### config.mk
export PLATFORM = sky130hd
export DESIGN_NAME = key_debouncer_flat
export DESIGN_NICKNAME = d
export VERILOG_FILES = /design/src/rtl/key_debouncer_if.sv /design/src/rtl/key_debouncer.sv /design/src/flat_wrapper.sv
export SDC_FILE = /design/constraint.sdc
export NUM_CORES = 1
export LEC_CHECK = 0
export CORE_ASPECT_RATIO = 1.5
export CORE_MARGIN = 2
export CORE_UTILIZATION = 35
export CTS_BUF_LIST = sky130_fd_sc_hd__clkbuf_2
export CTS_CLUSTER_SIZE = 16
export DETAILED_ROUTE_END_ITERATION = 8
export PLACE_DENSITY = 0.57
export SETUP_SLACK_MARGIN = 0.15
export SYNTH_ARGS = -nofsm -noshare
export SYNTH_HDL_FRONTEND = slang
export SYNTH_SLANG_ARGS = --single-unit
### constraint.sdc
create_clock -name CLOCK_50_B5B -period 3.8 [get_ports CLOCK_50_B5B]
set_clock_uncertainty 0.15 [all_clocks]
set_input_delay 0.76 -clock CLOCK_50_B5B [delete_from_list [all_inputs] [get_ports CLOCK_50_B5B]]
set_output_delay 0.76 -clock CLOCK_50_B5B [all_outputs]
set_load 0.02 [all_outputs]
### src/rtl/key_debouncer_if.sv
// Purpose: bundles the per-key raw inputs and the debounced level/tick outputs of key_debouncer.
// Latency: none, wiring only.
// Backpressure: none; ticks are single-cycle strobes that the consumer must sample every cycle.
interface key_debouncer_if #(
    parameter int N_KEYS = 4
);
    logic [N_KEYS-1:0] key_n_in;
    logic [N_KEYS-1:0] key_n_out;
    logic [N_KEYS-1:0] press_tick;
    logic [N_KEYS-1:0] release_tick;

    // Stimulus/consumer side: drives raw keys, observes debounced results
    modport master (
        output key_n_in,
        input  key_n_out,
        input  press_tick,
        input  release_tick
    );

    // Debouncer side
    modport slave (
        input  key_n_in,
        output key_n_out,
        output press_tick,
        output release_tick
    );
endinterface

### src/rtl/key_debouncer.sv
// Purpose: per-key two-flop synchronizer plus UP/WAIT_DOWN/DOWN/WAIT_UP debounce FSM with press/release ticks.
// Latency: a stable raw level change reaches key_n_out 2+DEBOUNCE_CYCLES edges after first being sampled.
// Backpressure: none; ticks are one-cycle strobes. Define KEY_AUTOREPEAT_EN to add hold-to-repeat press ticks.
module key_debouncer #(
    parameter int N_KEYS          = 4,
    parameter int DEBOUNCE_CYCLES = 1000000,
    parameter int REPEAT_DELAY    = 25000000,
    parameter int REPEAT_PERIOD   = 5000000
) (
    input  logic            CLOCK_50_B5B,
    input  logic            reset,
    key_debouncer_if.slave  kif
);

    localparam int CNT_W = $clog2(DEBOUNCE_CYCLES + 1);
    localparam logic [CNT_W-1:0] DEB_MAX = CNT_W'(DEBOUNCE_CYCLES);
    localparam logic [CNT_W-1:0] CNT_ONE = CNT_W'(1);

    typedef enum logic [1:0] {
        ST_UP        = 2'd0,
        ST_WAIT_DOWN = 2'd1,
        ST_DOWN      = 2'd2,
        ST_WAIT_UP   = 2'd3
    } state_t;

    // Elaboration-time parameter sanity
    if (DEBOUNCE_CYCLES < 2) begin : g_bad_debounce
        $error("key_debouncer: DEBOUNCE_CYCLES must be at least 2");
    end
    if (REPEAT_DELAY < 1 || REPEAT_PERIOD < 1) begin : g_bad_repeat
        $error("key_debouncer: REPEAT_DELAY and REPEAT_PERIOD must be at least 1");
    end

    logic [N_KEYS-1:0] w_key_n_vec;
    logic [N_KEYS-1:0] w_press_vec;
    logic [N_KEYS-1:0] w_release_vec;

    for (genvar g = 0; g < N_KEYS; g++) begin : g_ch
        logic             r_sync1;
        logic             r_sync2;
        state_t           r_state;
        state_t           w_state_nxt;
        logic [CNT_W-1:0] r_cnt;
        logic [CNT_W-1:0] w_cnt_nxt;
        logic [CNT_W-1:0] w_cnt_inc;
        logic             r_press;
        logic             r_release;
        logic             w_press_nxt;
        logic             w_release_nxt;
        logic             w_rpt;
        logic             w_key_n;
        logic             w_press;
        logic             w_release;

        // Two-flop synchronizer; idles at 1 (released) so reset never looks like a press
        always_ff @(posedge CLOCK_50_B5B) begin
            if (reset) begin
                r_sync1 <= 1'b1;
                r_sync2 <= 1'b1;
            end else begin
                r_sync1 <= kif.key_n_in[g];
                r_sync2 <= r_sync1;
            end
        end

        // State register: FSM state, debounce counter and the registered entry strobes
        always_ff @(posedge CLOCK_50_B5B) begin
            if (reset) begin
                r_state   <= ST_UP;
                r_cnt     <= '0;
                r_press   <= 1'b0;
                r_release <= 1'b0;
            end else begin
                r_state   <= w_state_nxt;
                r_cnt     <= w_cnt_nxt;
                r_press   <= w_press_nxt;
                r_release <= w_release_nxt;
            end
        end

        // Next-state logic: count consecutive opposite-level samples, any reversal abandons the attempt
        always_comb begin
            w_state_nxt   = r_state;
            w_cnt_nxt     = r_cnt;
            w_press_nxt   = 1'b0;
            w_release_nxt = 1'b0;
            // Saturating increment so the counter can never wrap
            w_cnt_inc     = (r_cnt == DEB_MAX) ? r_cnt : r_cnt + CNT_ONE;
            case (r_state)
                ST_UP: begin
                    if (!r_sync2) begin
                        w_state_nxt = ST_WAIT_DOWN;
                        w_cnt_nxt   = CNT_ONE;
                    end
                end
                ST_WAIT_DOWN: begin
                    if (r_sync2) begin
                        w_state_nxt = ST_UP;
                        w_cnt_nxt   = '0;
                    end else if (w_cnt_inc == DEB_MAX) begin
                        w_state_nxt = ST_DOWN;
                        w_cnt_nxt   = '0;
                        w_press_nxt = 1'b1;
                    end else begin
                        w_cnt_nxt   = w_cnt_inc;
                    end
                end
                ST_DOWN: begin
                    if (r_sync2) begin
                        w_state_nxt = ST_WAIT_UP;
                        w_cnt_nxt   = CNT_ONE;
                    end
                end
                ST_WAIT_UP: begin
                    if (!r_sync2) begin
                        // Bounce back to held: not a new press, so no tick
                        w_state_nxt = ST_DOWN;
                        w_cnt_nxt   = '0;
                    end else if (w_cnt_inc == DEB_MAX) begin
                        w_state_nxt   = ST_UP;
                        w_cnt_nxt     = '0;
                        w_release_nxt = 1'b1;
                    end else begin
                        w_cnt_nxt     = w_cnt_inc;
                    end
                end
                default: begin
                    w_state_nxt = ST_UP;
                    w_cnt_nxt   = '0;
                end
            endcase
        end

`ifdef KEY_AUTOREPEAT_EN
        localparam int HOLD_MAX = (REPEAT_DELAY > REPEAT_PERIOD) ? REPEAT_DELAY : REPEAT_PERIOD;
        localparam int HOLD_W   = $clog2(HOLD_MAX + 1);
        localparam logic [HOLD_W-1:0] RPT_DELAY  = HOLD_W'(REPEAT_DELAY);
        localparam logic [HOLD_W-1:0] RPT_PERIOD = HOLD_W'(REPEAT_PERIOD);

        logic [HOLD_W-1:0] r_hold;
        logic [HOLD_W-1:0] w_hold_nxt;
        logic [HOLD_W-1:0] w_hold_inc;
        logic [HOLD_W-1:0] w_target;
        logic              r_first;
        logic              w_first_nxt;
        logic              r_rpt;
        logic              w_rpt_nxt;
        logic              w_held_now;
        logic              w_held_nxt;

        // Hold counter register: cycles since the press (or since the last repeat)
        always_ff @(posedge CLOCK_50_B5B) begin
            if (reset) begin
                r_hold  <= '0;
                r_first <= 1'b1;
                r_rpt   <= 1'b0;
            end else begin
                r_hold  <= w_hold_nxt;
                r_first <= w_first_nxt;
                r_rpt   <= w_rpt_nxt;
            end
        end

        // Repeat scheduling: first tick after REPEAT_DELAY, then every REPEAT_PERIOD while held
        always_comb begin
            w_hold_nxt  = r_hold;
            w_first_nxt = r_first;
            w_rpt_nxt   = 1'b0;
            w_hold_inc  = r_hold + 1'b1;
            w_target    = r_first ? RPT_DELAY : RPT_PERIOD;
            w_held_now  = (r_state == ST_DOWN) || (r_state == ST_WAIT_UP);
            w_held_nxt  = (w_state_nxt == ST_DOWN) || (w_state_nxt == ST_WAIT_UP);
            if (w_press_nxt) begin
                w_hold_nxt  = '0;
                w_first_nxt = 1'b1;
            end else if (w_held_now && w_held_nxt) begin
                if (w_hold_inc == w_target) begin
                    // Counter restarts at every tick, so it never exceeds the larger target
                    w_hold_nxt  = '0;
                    w_first_nxt = 1'b0;
                    w_rpt_nxt   = 1'b1;
                end else begin
                    w_hold_nxt  = w_hold_inc;
                end
            end else begin
                // Released (or never held): repeats stop at once
                w_hold_nxt  = '0;
                w_first_nxt = 1'b1;
            end
        end

        assign w_rpt = r_rpt;
`else
        assign w_rpt = 1'b0;
`endif

        // Moore outputs: level follows the accepted state, ticks come from registered entry strobes
        always_comb begin
            w_key_n   = 1'b1;
            if ((r_state == ST_DOWN) || (r_state == ST_WAIT_UP)) begin
                w_key_n = 1'b0;
            end
            w_press   = r_press | w_rpt;
            w_release = r_release;
        end

        assign w_key_n_vec[g]   = w_key_n;
        assign w_press_vec[g]   = w_press;
        assign w_release_vec[g] = w_release;
    end

    assign kif.key_n_out    = w_key_n_vec;
    assign kif.press_tick   = w_press_vec;
    assign kif.release_tick = w_release_vec;

endmodule
### src/flat_wrapper.sv
// flat-port wrapper written by rule: the top's interface ports become plain ports
module key_debouncer_flat 
#(
    parameter int N_KEYS          = 4,
    parameter int DEBOUNCE_CYCLES = 1000000,
    parameter int REPEAT_DELAY    = 25000000,
    parameter int REPEAT_PERIOD   = 5000000
)
  (CLOCK_50_B5B, reset, kif_key_n_in, kif_key_n_out, kif_press_tick, kif_release_tick);
  key_debouncer_if #(.N_KEYS(N_KEYS)) kif_i ();
  input  logic CLOCK_50_B5B;
  input  logic reset;
  input wire logic [$bits(kif_i.key_n_in)-1:0] kif_key_n_in;
  output wire logic [$bits(kif_i.key_n_out)-1:0] kif_key_n_out;
  output wire logic [$bits(kif_i.press_tick)-1:0] kif_press_tick;
  output wire logic [$bits(kif_i.release_tick)-1:0] kif_release_tick;
  assign kif_i.key_n_in = kif_key_n_in;
  assign kif_key_n_out = kif_i.key_n_out;
  assign kif_press_tick = kif_i.press_tick;
  assign kif_release_tick = kif_i.release_tick;
  key_debouncer #(.N_KEYS(N_KEYS), .DEBOUNCE_CYCLES(DEBOUNCE_CYCLES), .REPEAT_DELAY(REPEAT_DELAY), .REPEAT_PERIOD(REPEAT_PERIOD)) u_core (.CLOCK_50_B5B(CLOCK_50_B5B), .reset(reset), .kif(kif_i));
endmodule
==> flow_results.org, run 1 <==
** Outcome
- The run finished with clean final reports.

** Floorplanning
- Core Rows :: 62
- Die Height :: 175 um
- Die outline area :: a little over 20,000 sq um
- 18 I/O pins were placed.
- In this run the horizontal extent of the chip is 118 um.
- Core area :: 19,100 sq um
- Starting density of the core :: 0.357

** Synthesis
- Sequential cell area fraction in the yosys report :: 0.306
- The number of different library cells used by synthesis comes to 79.
- Multiplexer fraction of the synthesized cell area :: 0.0165
- Ranked by instance count, the synthesized netlist is headed by sky130_fd_sc_hd__nand2_1, sky130_fd_sc_hd__dfxtp_1, sky130_fd_sc_hd__nand3_1.
- Combinational family with the most area after synthesis :: simple AND/OR/NAND/NOR gates
- Number of enable flip-flop cells after synthesis :: 0
- The number of nets in the synthesized netlist is 903.
- The share of synthesized area in the top cell type comes to 0.306.
- Counting every instance in the synthesized netlist gives 885.
- Most common flop cell mapped by yosys :: sky130_fd_sc_hd__dfxtp_1
- A synthesized cell averages roughly 7.7 sq um.
- Synthesized-area fraction occupied by and/or/nand/nor cells :: 0.377
- The compound-cell area share of the yosys netlist is 0.150.
- The biggest area contributor in the post-synthesis netlist is sky130_fd_sc_hd__dfxtp_1.
- Of the total synthesized cell area, the portion taken by full adders, half adders and majority gates is 0.0221.
- Synth Warn # :: 0
- In the post-synthesis netlist, the biggest area contributors are sky130_fd_sc_hd__dfxtp_1, sky130_fd_sc_hd__nand2_1, sky130_fd_sc_hd__nand3_1.
- Cell with the most instances after synthesis :: sky130_fd_sc_hd__nand2_1
- Parity-gate share of the synthesized area counting xor and xnor cells :: 0.0566
- The synthesized netlist occupies a cell area of about 7000 sq um.
- Fraction of registers with async set or reset after synthesis :: 0
- In this run, synthesis produced a sequential element count of 104.

** Finish
- Once layout is done, the placed cells without fillers occupy 7110 sq um.
- Registers take 2080 sq um.
- Synthesis-to-layout area growth :: 4.39%
- At the end of the flow, the number of nets in the layout was 867.
- In the final layout, the share of cells above drive strength 1 is 0.0844.
- After filler insertion, the fill cell instance count of the layout stands at 2,068.
- Area of the multi-input gates :: 4240 sq um
- For this run, the share of the core covered by cells in the final layout is 0.372.

** STA
- Relative max-transition margin :: 0.354
- Worst Max-Slew Pin Slew :: 0.966 ns
- Static timing analysis puts the maximum clock frequency at roughly 310 MHz.
- Fin crit share :: 0.841
- Setup violations remaining at the end of the flow were counted as 0.
- After routing, the total negative slack on setup checks comes to 0 ns.
- Max-slew violation count :: 0
- Setup slack on the critical path of the routed design comes to roughly 0.6 ns.
- RSZ-0062 raised after global routing :: false
- Clock period minus worst slack :: 3.20 ns
- The count of endpoints failing hold in the final timing report was 0.

** Placement
- Placed wire-length estimate :: 12,500 um
- Number of port buffers :: 17
- The placed instances occupy a cell area of 7000 sq um.
- Worst setup slack before clock tree synthesis :: roughly 0.6 ns
- Routability-driven placement finished with a final weighted congestion of 0.867.

** Global routing
- The number of antenna violations at the first check in global routing came to 1.
- Across every metal layer, demand over resource in global routing totals 0.168.
- Entering global routing, the biggest net connects 20 pins.
- Number of global-route vias before repair :: 5,686
- Summed over all layers, the global routing overflow is 0.
- The first global-routing pass estimated 28,500 um of wire.

** Clocking
- Max clock buf depth :: 2
- Buffers inserted during clock tree synthesis total 9.
- The tree is rooted in a sky130_fd_sc_hd__clkbuf_2.
- Cts hold-fix bufs :: 0
- TritonCTS built the clock tree.
- Clock insertion delay at the later pin of the skew report :: 0.62 ns
- In this run the number of H-tree levels came out at 3.
- Post-CTS repair changed the size of 0 cells.
- Sinks on Clock Net :: 104
- Number of buffers added for setup after CTS :: 0
- Clk slew on worst S/H paths :: 0.25 ns

** Setup path
- Data on the critical path is required at its endpoint by between 4 and 5 ns.
- Data on the critical path arrives at its endpoint at 3.55 ns.
- Max Fanout on Critical Path :: 10
- The largest single stage delay on the critical path is 0.56 ns.
- For this design, the slowest cell found on the critical path is sky130_fd_sc_hd__dfxtp_1.
- Kind of critical path :: reg2reg
- Critical Path Source Type :: flop
- Together, buffers and inverters on the worst path number 1.
- Among cell families on the critical path, the largest total delay comes from simple AND/OR/NAND/NOR gates.
- Cell Chain, Critical Path :: ha_1, and3_1, nand2_1, or3b_2, a32o_1, nor4_2, a21o_1, buf_4, o21ai_0
- Sort of element at the end of the critical path :: flop

** Power
- IR analysis of the VDD net gives a maximum drop of between 0.1 and 0.15 mV.
- For this design the ratio of total power to cell area is 243 nW/um^2.
- For this design the static power due to leakage is 2.31 nW.

** Routing
- Average detailed-routed wire length per instance :: roughly 15 um
- After detailed routing, the number of remaining DRC violations is 0.
- Initial DRC count :: just under 300
- The first detailed-routing pass ran for 5 iterations.
- Detail-routed via count per cell :: 5.54
- The final route contains a little over 6,000 vias.
- For this block, the routed nets add up to roughly 17,000 um of wire.
- Routed Antenna Nets :: 0

** Worst hold path
- Worst min path class :: reg2reg

** Job
- Max Cap Violations :: 0
-- cell families (layout without fill, tap and decap cells) --
family | Yosys count | after routing
multiplexers | 11 | 11
AO/OA/AOI/OAI | 153 | 153
AND/OR/NAND/NOR | 459 | 459
other | 0 | 1
flip-flops | 104 | 104
buffers and inverters | 102 | 70
adder cells (fa/ha/maj) | 12 | 12
XOR/XNOR | 44 | 44
-- per-layer routing --
| metal | vias to the layer above | wire length [um] | GRT usage |
|---|---|---|---|
| met5 | - | 0 | 0 |
| met4 | 0 | 493 | 0.0723 |
| met3 | 37 | 415 | 0.0232 |
| met2 | 99 | 8740 | 0.304 |
| met1 | 2882 | 7490 | 0.195 |
| li1 | 3131 | - | - |
-- cells in the final DEF, fill, tap and decap left out, types with 9 or more instances in the layout --
cell,synthesis,routed
sky130_fd_sc_hd__xor2_1,14,14
sky130_fd_sc_hd__and3_1,18,18
sky130_fd_sc_hd__a31oi_1,10,10
sky130_fd_sc_hd__nor4_1,17,17
sky130_fd_sc_hd__ha_1,12,12
sky130_fd_sc_hd__buf_4,17,12
sky130_fd_sc_hd__clkbuf_2,3,11
sky130_fd_sc_hd__clkdlybuf4s50_1,0,17
sky130_fd_sc_hd__nand2_1,113,113
sky130_fd_sc_hd__o311ai_0,12,12
sky130_fd_sc_hd__inv_1,26,26
sky130_fd_sc_hd__nand3_1,66,66
sky130_fd_sc_hd__o21ai_0,48,48
sky130_fd_sc_hd__and4_1,14,14
sky130_fd_sc_hd__dfxtp_1,104,104
sky130_fd_sc_hd__a21oi_1,24,24
sky130_fd_sc_hd__nor2_1,47,47
sky130_fd_sc_hd__nor3_1,38,36
sky130_fd_sc_hd__or2_2,16,16
sky130_fd_sc_hd__xnor2_1,30,30
sky130_fd_sc_hd__nand4_1,35,35
sky130_fd_sc_hd__a21o_1,10,10
sky130_fd_sc_hd__nor2b_1,10,10
sky130_fd_sc_hd__mux2i_1,9,9
sky130_fd_sc_hd__or3_1,18,18
-- power breakdown --
group,internal [mW],total (mW),switching [mW]
Clock,0.150,0.522,0.372
Sequential,1.10,1.12,0.0139
Combinational,0.0352,0.0867,0.0515
-- worst paths after layout --
check                          start                      end  slack, ns  cells after the start
max          u_core.g_ch[0].r_cnt[0]  u_core.g_ch[0].r_cnt[4]       0.60                      9
min           u_core.g_ch[3].r_sync1   u_core.g_ch[3].r_sync2       0.29                      1
max reg2reg  u_core.g_ch[0].r_cnt[0]  u_core.g_ch[0].r_cnt[4]       0.60                      9
min reg2reg   u_core.g_ch[3].r_sync1   u_core.g_ch[3].r_sync2       0.29                      1
-- flip-flops by register name (all words and copies together) (netlist names), named ones only --
register and flops:
u_core.g_ch.r_sync2 4, u_core.g_ch.r_cnt 80, u_core.g_ch.r_release 4, u_core.g_ch.r_press 4, u_core.g_ch.r_state 4, u_core.g_ch.r_sync1 4
-- through the flow --
step                std cells  hold WS, ns  power, mW
global placement         1094        0.243       1.22
floorplan                 885        0.239       1.19
detailed placement       1094        0.244       1.22
global route             1110        0.309       1.81
finish                   1110        0.293       1.73
CTS                      1109        0.298       1.76
-- layout make-up --
type / instances / area share
clock inverter: 4 / 0.00651
tap: 256 / 0.0451
clock buffer: 11 / 0.00775
timing repair buffer: 29 / 0.0366
antenna: 1 / 0.000352
multi-input combinational: 679 / 0.597
inverter: 26 / 0.0137
sequential: 104 / 0.293
Note: power is estimated with default switching activity, not from simulation.
==> inputs of run 2 (changes only) <==
==> constraint.sdc (replaced) <==
create_clock -name CLOCK_50_B5B -period 3.3 [get_ports CLOCK_50_B5B]
set_clock_uncertainty 0.15 [all_clocks]
set_input_delay 0.66 -clock CLOCK_50_B5B [delete_from_list [all_inputs] [get_ports CLOCK_50_B5B]]
set_output_delay 0.66 -clock CLOCK_50_B5B [all_outputs]
set_load 0.02 [all_outputs]
==> run 2 against run 1 <==
Compared with the run above:
- cell count is 2.4% higher
- critical path depth is the same
- combinational power rose by 22%
- maximum frequency is 5.5% higher
- sequential cell count stayed put
- total power increased by 13%
- wire length increased by 2.6%
- critical path type unchanged
- highest routed layer unchanged
==> flow_results.org, run 2 (same netlist as run 1, synthesis figures left out) <==
** Worst hold path
- For hold timing, the worst endpoint is u_core.g_ch[2].r_sync2.
- The worst hold path begins at u_core.g_ch[2].r_sync1.
- Worst min path class :: reg2reg
- The count of cells along the worst hold path came to 1 (unchanged).

** Global routing
- The aggregate global-route resource usage came to 0.173 (+0.00569).
- The number of global-route vias before repair is 5,999 (+5.5%).
- The largest net degree at the start of global routing came to 20 (unchanged).
- The number of antenna violations at the first check in global routing was 1 (unchanged).
- The leftover overflow at the end of global routing came to 0 (unchanged).
- Wire length of the first global-routing pass :: 29,300 um (+2.9%)

** Job
- Max Cap Violations :: 0 (unchanged)

** Finish
- Number of nets in the final layout :: 893 (+3.0%)
- Max FFs per register :: 80 (unchanged)
- Most common cell after layout, fill and taps aside :: sky130_fd_sc_hd__nand2_1
- From synthesis to final layout, the design area changed by 7.48%.
- Final std cells w/o fill :: 1,137 (+2.4%)
- The total non-filler cell area in the finished layout came to 7320 sq um (+3.0%).
- The ratio of cells with drive above 1 in the final layout came to 0.126 (+0.0417).
- The top cell types in the final layout, fill and taps aside, are sky130_fd_sc_hd__nand2_1, sky130_fd_sc_hd__dfxtp_1, sky130_fd_sc_hd__nand3_1.
- The register with the most flip-flops in the final layout is u_core.g_ch.r_cnt.

** Floorplanning
- The height of the die was 175 um (unchanged).
- Core Rows :: 62 (unchanged)
- The die span in x was 118 um (unchanged).
- Core area :: 19,100 sq um (unchanged)
- The overall die area was 20,600 sq um (unchanged).
- The number of top-level pins came to 18 (unchanged).
- Starting density of the core :: 0.357 (unchanged)

** Setup path
- Required @ worst endpoint :: 3.70 ns (-0.45 ns)
- RR Startpoint :: u_core.g_ch[1].r_cnt[5]
- By startpoint and endpoint, the worst setup path is classified as reg2reg.
- Sort of element at the end of the critical path :: flop
- The worst setup path is launched from a flop.
- Worst reg-to-reg path cell count :: 9 (unchanged)
- Max Fanout on Critical Path :: 8 (-2)
- R2R Setup Slk :: 0.27 ns (-0.33 ns)
- Data arrival time of the critical path :: 3.43 ns (-0.12 ns)
- In this run the critical register-to-register path is captured at u_core.g_ch[1].r_cnt[6].

** STA
- The post-route minimum period is 3.03 ns (-0.167 ns).
- Max-slew violation count :: 0 (unchanged)
- Highest clock rate :: 330 MHz (+5.5%)
- The final worst-path cycle share was 0.918 (+0.0770).
- Setup repair after global routing left no endpoint under its margin.
- The least setup slack across all paths after layout was 0.270 ns (-0.333 ns).
- Setup Viol. Count Final :: 0 (unchanged)
- The transition at the pin with the smallest max-transition slack was 1.02 ns (+0.0526 ns).
- Worst hold slack after final layout :: 0.298 ns (+0.00528 ns)
- The final sum of negative setup slack is 0 ns (unchanged).
- The count of endpoints failing hold in the final timing report was 0 (unchanged).
- The normalized max-slew margin was 0.319 (-0.0352).

** Outcome
- The run finished with clean final reports.

** Clocking
- Sinks on Clock Net :: 104 (unchanged)
- The tree is rooted in a sky130_fd_sc_hd__clkbuf_2.
- The maximum clock insertion buffer count came to 2 (unchanged).
- The clock latency of the later-clocked register in the worst-skew pair came to 0.65 ns (+0.03 ns).
- The number of levels the H-tree was split into was 3 (unchanged).
- Total CTS buffers :: 9 (unchanged)
- TritonCTS built the clock tree.
- The clock-pin transition on the worst setup and hold timing paths came to 0.30 ns (+0.05 ns).

** Routing
- The total DRC errors in the routed layout is 0 (unchanged).
- Initial DRC count :: 391 (+33%)
- Detail-routed via count per cell :: 5.58 (+0.69%)
- The number of detailed-route iterations in the first pass was 5 (unchanged).
- The antenna violation net count after detailed routing was 0 (unchanged).
- The average detailed-routed wire length per instance is 15.5 um (+0.16%).
- Total via count after detailed routing :: 6,342 (+3.1%)
- The total length of routed wires came to 17,600 um (+2.6%).

** Placement
- Worst setup slack before clock tree synthesis :: 0.255 ns (-0.343 ns)
- The weighted congestion at the end of routability-driven global placement is 0.907 (+4.6%).
- The count of port buffers added during placement was 17 (unchanged).
- The area of placed instances came to 7180 sq um (+2.6%).
- Placed wire-length estimate :: 13,200 um (+5.4%)
- The total instance count after detailed placement came to 1,118 (+2.2%).

** Power
- The clock share of power was 0.286 (-0.016).
- Switching power :: 0.536 mW (+23%)
- Power Density :: 266 nW/um^2 (+9.7%)
- The sequential group share of total power is 0.660 (+0.013).
- The static leakage power came to 2.44 nW (+5.5%).
- The fraction of power spent switching nets was 0.275 (+0.0217).
- Int Power :: 1.41 mW (+9.6%)
- Worst IR Drop VDD :: 0.146 mV (-1.2%)
- Combinational Power Share :: 0.055 (+0.005)
[run 2: changes by cell type in the layout (fill, tap and decap cells not counted), sizes merged]
cell and change:
buf +26, clkinv +3, bufinv -1, clkbuf -1
[run 2: worst max-delay path, cell delays in order, from the launching register on]
cell,delay [ns]
sky130_fd_sc_hd__dfxtp_1,0.49
sky130_fd_sc_hd__and4_1,0.34
sky130_fd_sc_hd__and4_1,0.39
sky130_fd_sc_hd__nand3b_1,0.17
sky130_fd_sc_hd__a2111oi_0,0.47
sky130_fd_sc_hd__nand4b_1,0.21
sky130_fd_sc_hd__nor4_4,0.24
sky130_fd_sc_hd__buf_4,0.19
sky130_fd_sc_hd__nor3_1,0.05
sky130_fd_sc_hd__a211o_1,0.26
[run 2: layout make-up]
type | count | area (sq um)
diodes | 1 | 2.50
clock buffers | 10 | 50.0
clock inverters | 6 | 36.3
fillers | 2054 | 11800
inverters | 26 | 97.6
multi-input cells | 679 | 4260
flip-flops and latches | 104 | 2090
well taps | 256 | 320
repair buffers | 55 | 455
[run 2: layer usage]
layer / wire [um] / up-vias / global-route usage
met3: 614 / 50 / 0.0215
met2: 8950 / 148 / 0.309
met1: 7370 / 2945 / 0.198
met5: 0 / - / 0
met4: 656 / 0 / 0.0999
li1: - / 3199 / -
[run 2: power groups by stage]
stage          Combinational [mW]  Clock [mW]  Sequential (mW)
2_1_floorplan              0.0735           0             1.30
3_3_place_gp                0.106           0             1.31
3_5_place_dp                0.107           0             1.31
4_1_cts                     0.107       0.586             1.29
5_1_grt                     0.119       0.622             1.29
6_report                    0.106       0.557             1.29
[run 2: worst max path at each step]
stage / slack, ns / from / cells past startpoint / endpoint
3_5_place_dp: 0.25 / u_core.g_ch[1].r_cnt[10] / 7 / u_core.g_ch[1].r_cnt[15]
6_report: 0.27 / u_core.g_ch[1].r_cnt[5] / 9 / u_core.g_ch[1].r_cnt[6]
3_3_place_gp: 0.27 / u_core.g_ch[2].r_cnt[3] / 8 / u_core.g_ch[2].r_cnt[6]
5_1_grt: 0.16 / u_core.g_ch[1].r_cnt[5] / 9 / u_core.g_ch[1].r_cnt[6]
4_1_cts: 0.22 / u_core.g_ch[0].r_cnt[1] / 10 / u_core.g_ch[0].r_cnt[6]
2_1_floorplan: 0.43 / u_core.g_ch[1].r_cnt[10] / 8 / flop
[run 2: repair_timing]
action,4_1_cts,5_1_grt
gates resized for setup,0,14
hold buffers,0,0
endpoints found under the setup margin,0,37
buffers inserted,0,2
[run 2: stage by stage]
stage | total power, mW | utilization
after global placement | 1.41 | 0.376
after global routing | 2.03 | 0.383
after CTS | 1.98 | 0.381
after floorplan | 1.37 | -
final | 1.95 | 0.383
after detailed placement | 1.41 | 0.376
==> inputs of run 3 (changes only) <==
--- a/config.mk
+++ b/config.mk
@@ -7,12 +7,13 @@
 export LEC_CHECK = 0
 export CORE_ASPECT_RATIO = 1.5
 export CORE_MARGIN = 2
-export CORE_UTILIZATION = 35
+export CORE_UTILIZATION = 55
 export CTS_BUF_LIST = sky130_fd_sc_hd__clkbuf_2
 export CTS_CLUSTER_SIZE = 16
 export DETAILED_ROUTE_END_ITERATION = 8
-export PLACE_DENSITY = 0.57
+export PLACE_DENSITY = 0.79
 export SETUP_SLACK_MARGIN = 0.15
 export SYNTH_ARGS = -nofsm -noshare
 export SYNTH_HDL_FRONTEND = slang
 export SYNTH_SLANG_ARGS = --single-unit
+export TNS_END_PERCENT = 10
==> run 3 against run 2 <==
Compared with the run above:
- global-route usage up 7.8 points
- clock-buffer cell count down 1
- cell count down 9.9%
- via count up 1.5%
- worst hold slack worse by 0.010 ns
- critical path type unchanged
- largest cell class unchanged
- highest routed layer unchanged
==> flow_results.org, run 3 (same netlist as run 1, synthesis figures left out) <==
** STA
- Final critical-path setup slack :: 0.193 ns (-0.0766 ns)
- Setup Viol. Count Final :: 0 (unchanged)
- Clock period minus worst slack :: 3.11 ns (+0.0766 ns)
- Fin crit share :: 0.942 (+0.0232)
- The count of endpoints failing hold in the final timing report is 0 (unchanged).
- The highest attainable clock frequency is 322 MHz (-2.5%).
- The final count of pins violating max slew is 0 (unchanged).
- Worst Max-Slew Pin Slew :: 0.991 ns (-0.0278 ns)
- RSZ-0062 raised after global routing :: true
- Relative max-transition margin :: 0.337 (+0.0186)
- Setup TNS :: 0 ns (unchanged)

** Clocking
- TritonCTS built the clock tree.
- Sinks on Clock Net :: 104 (unchanged)
- The number of buffers created by CTS came to 9 (unchanged).
- Root buffer cell :: sky130_fd_sc_hd__clkbuf_2
- The number of levels the H-tree was split into was 3 (unchanged).
- The maximum clock insertion buffer count was 2 (unchanged).
- Clk slew on worst S/H paths :: 0.29 ns (about the same)
- Cts hold-fix bufs :: 0 (unchanged)
- Clock insertion delay at the later pin of the skew report :: 0.60 ns (-0.05 ns)

** Routing
- Post-detailed-route DRC marker count :: 0 (unchanged)
- The average detailed-routed wire length per instance was 15.7 um (+1.4%).
- The met1 wire length was 6860 um (-6.9%).
- After detailed routing, no signal wire sits above met4.
- Total Routed Length :: 16,100 um (-8.6%)
- Routed Antenna Nets :: 0 (unchanged)
- Detail-routed via count per cell :: 6.28 (+13%)
- Iteration count of the initial detailed-routing pass :: 5 (unchanged)
- Total met2 wirelength after detailed routing :: 8040 um (-10%)
- The initial DRC count was 277 (-29%).
- Total via count after detailed routing :: 6,436 (+1.5%)
- Met3 WL :: 683 um (+11%)

** Finish
- Largest register by flop count :: u_core.g_ch.r_cnt
- The fill cell total of the finished layout came to 1,166 (-43%).
- Relative to the synthesized area, the layout overhead comes to 5.40%.
- Most common cell after layout, fill and taps aside :: sky130_fd_sc_hd__nand2_1
- Leaving out fill and tap cells, the most frequent cells in the layout are sky130_fd_sc_hd__nand2_1, sky130_fd_sc_hd__dfxtp_1, sky130_fd_sc_hd__nand3_1.
- The final instance count without filler cells is 1,025 (-9.9%).
- Number of nets in the final layout :: 884 (-1.0%)
- The total non-filler cell area in the finished layout was 7180 sq um (-1.9%).
- Fraction of final layout cells with drive strength greater than 1 :: 0.116 (-0.0102)
- The flip-flop count of the largest register after layout came to 80 (unchanged).

** Setup path
- R2R Setup Slk :: 0.19 ns (-0.08 ns)
- STA classifies the critical path startpoint as a flop.
- Required @ worst endpoint :: 3.72 ns (+0.02 ns)
- The critical path starts at u_core.g_ch[1].r_cnt[10].
- Max Fanout on Critical Path :: 10 (+2)
- Data arrival time of the critical path :: 3.53 ns (+0.10 ns)
- Kind of critical path :: reg2reg
- RR Startpoint :: u_core.g_ch[1].r_cnt[10]
- Sort of element at the end of the critical path :: flop
- Worst reg-to-reg path cell count :: 7 (-2)

** Outcome
- Status :: finished, final reports clean

** Global routing
- Number of global-route vias before repair :: 5,853 (-2.4%)
- The global-route wire length before repair is 27,500 um (-6.1%).
- The number of antenna violations at the first check in global routing came to 1 (unchanged).
- Grt ovf :: 0 (unchanged)
- The aggregate global-route resource usage is 0.252 (+0.0783).
- Largest net degree at the start of global routing :: 39 (+95%)

** Placement
- Placed Cells incl. Taps :: 1,006 (-10%)
- The detailed placement HPWL came to 11,500 um (-13%).
- Worst setup slack before clock tree synthesis :: 0.192 ns (-0.0628 ns)
- Number of port buffers :: 17 (unchanged)
- Global placement routability congestion :: 0.956 (+5.4%)
- Placed cell area :: 6990 sq um (-2.6%)

** Power
- Combinational Power Share :: 0.049 (-0.006)
- The net switching power is 0.519 mW (-3.3%).
- The static leakage power was 2.42 nW (-0.72%).
- The sequential group share of total power was 0.617 (-0.043).
- The total chip power was 2.08 mW (+6.8%).
- Switching fraction of total power :: 0.249 (-0.0261)
- Int Power :: 1.56 mW (+11%)
- Power Density :: 290 nW/um^2 (+8.9%)
- Clk network pwr share :: 0.333 (+0.047)
- The highest ir drop seen on vdd is 0.173 mV (+18%).

** Worst hold path
- The count of cells along the worst hold path was 1 (unchanged).
- The startpoint identified for the worst hold timing path is u_core.g_ch[0].r_sync1.
- Endpoint of the worst hold-timing path :: u_core.g_ch[0].r_sync2
- The min-delay analysis places its worst path in the category reg2reg.

** Floorplanning
- Core Rows :: 49 (-21%)
- Die outline area :: 13,300 sq um (-35%)
- The initial standard-cell utilization of the core is 0.567 (+0.210).
- The die span in x is 94.8 um (-20%).
- The height of the die is 140 um (-20%).
- Core area :: 12,000 sq um (-37%)
- I/O Pins :: 18 (unchanged)

** Job
- The max-capacitance violation count was 0 (unchanged).
==> run 3: metrics by stage <==
step                       util  hold slack, ns
after floorplan               -           0.239
after global placement    0.582           0.246
after detailed placement  0.582           0.256
after CTS                 0.594           0.286
after global routing      0.597           0.317
final                     0.597           0.288
==> run 3: power groups by stage <==
stage          sequential, mW  clock (mW)  combinational, mW
3_5_place_dp             1.31           0              0.103
2_1_floorplan            1.30           0             0.0735
4_1_cts                  1.29       0.719              0.103
6_report                 1.29       0.695              0.103
3_3_place_gp             1.31           0              0.101
5_1_grt                  1.29       0.765              0.115
==> run 3: worst max-delay path, stage by stage (launching register included) <==
cell,delay (ns)
sky130_fd_sc_hd__dfxtp_1,0.46
sky130_fd_sc_hd__or4b_2,0.75
sky130_fd_sc_hd__nor4_4,0.40
sky130_fd_sc_hd__mux2i_1,0.30
sky130_fd_sc_hd__nand3_1,0.11
sky130_fd_sc_hd__or4_4,0.46
sky130_fd_sc_hd__or3_1,0.32
sky130_fd_sc_hd__a21oi_1,0.12
==> run 3: repair_timing <==
action,4_1_cts,5_1_grt
setup buffers,0,2
setup endpoints to repair,0,44
hold endpoints to repair,0,0
resized for setup,0,13
==> run 3: layout make-up <==
| cell class | count | area, sq um | share of cell area |
|---|---|---|---|
| flip-flops and latches | 104 | 2090 | 0.291 |
| inverters | 26 | 97.6 | 0.0136 |
| well taps | 153 | 191 | 0.0267 |
| clock inverters | 7 | 95.1 | 0.0133 |
| clock buffers | 9 | 45.0 | 0.00628 |
| repair buffers | 46 | 400 | 0.0558 |
| multi-input cells | 679 | 4250 | 0.593 |
| diodes | 1 | 2.50 | 0.000349 |
==> run 3: metal layers <==
layer	vias up	track usage
met4	0	0.110
li1	3188	-
met1	3012	0.312
met5	-	0
met2	189	0.431
met3	47	0.0312
==> run 3: how the worst max path moves through the flow <==
stage,to,slack [ns],cells past startpoint
finish,flop,0.19,7
global placement,u_core.g_ch[0].r_cnt[6],0.28,10
detailed placement,u_core.g_ch[0].r_cnt[6],0.19,10
global route,flop,0.05,7
floorplan,flop,0.43,8
CTS,u_core.g_ch[0].r_cnt[6],0.17,10
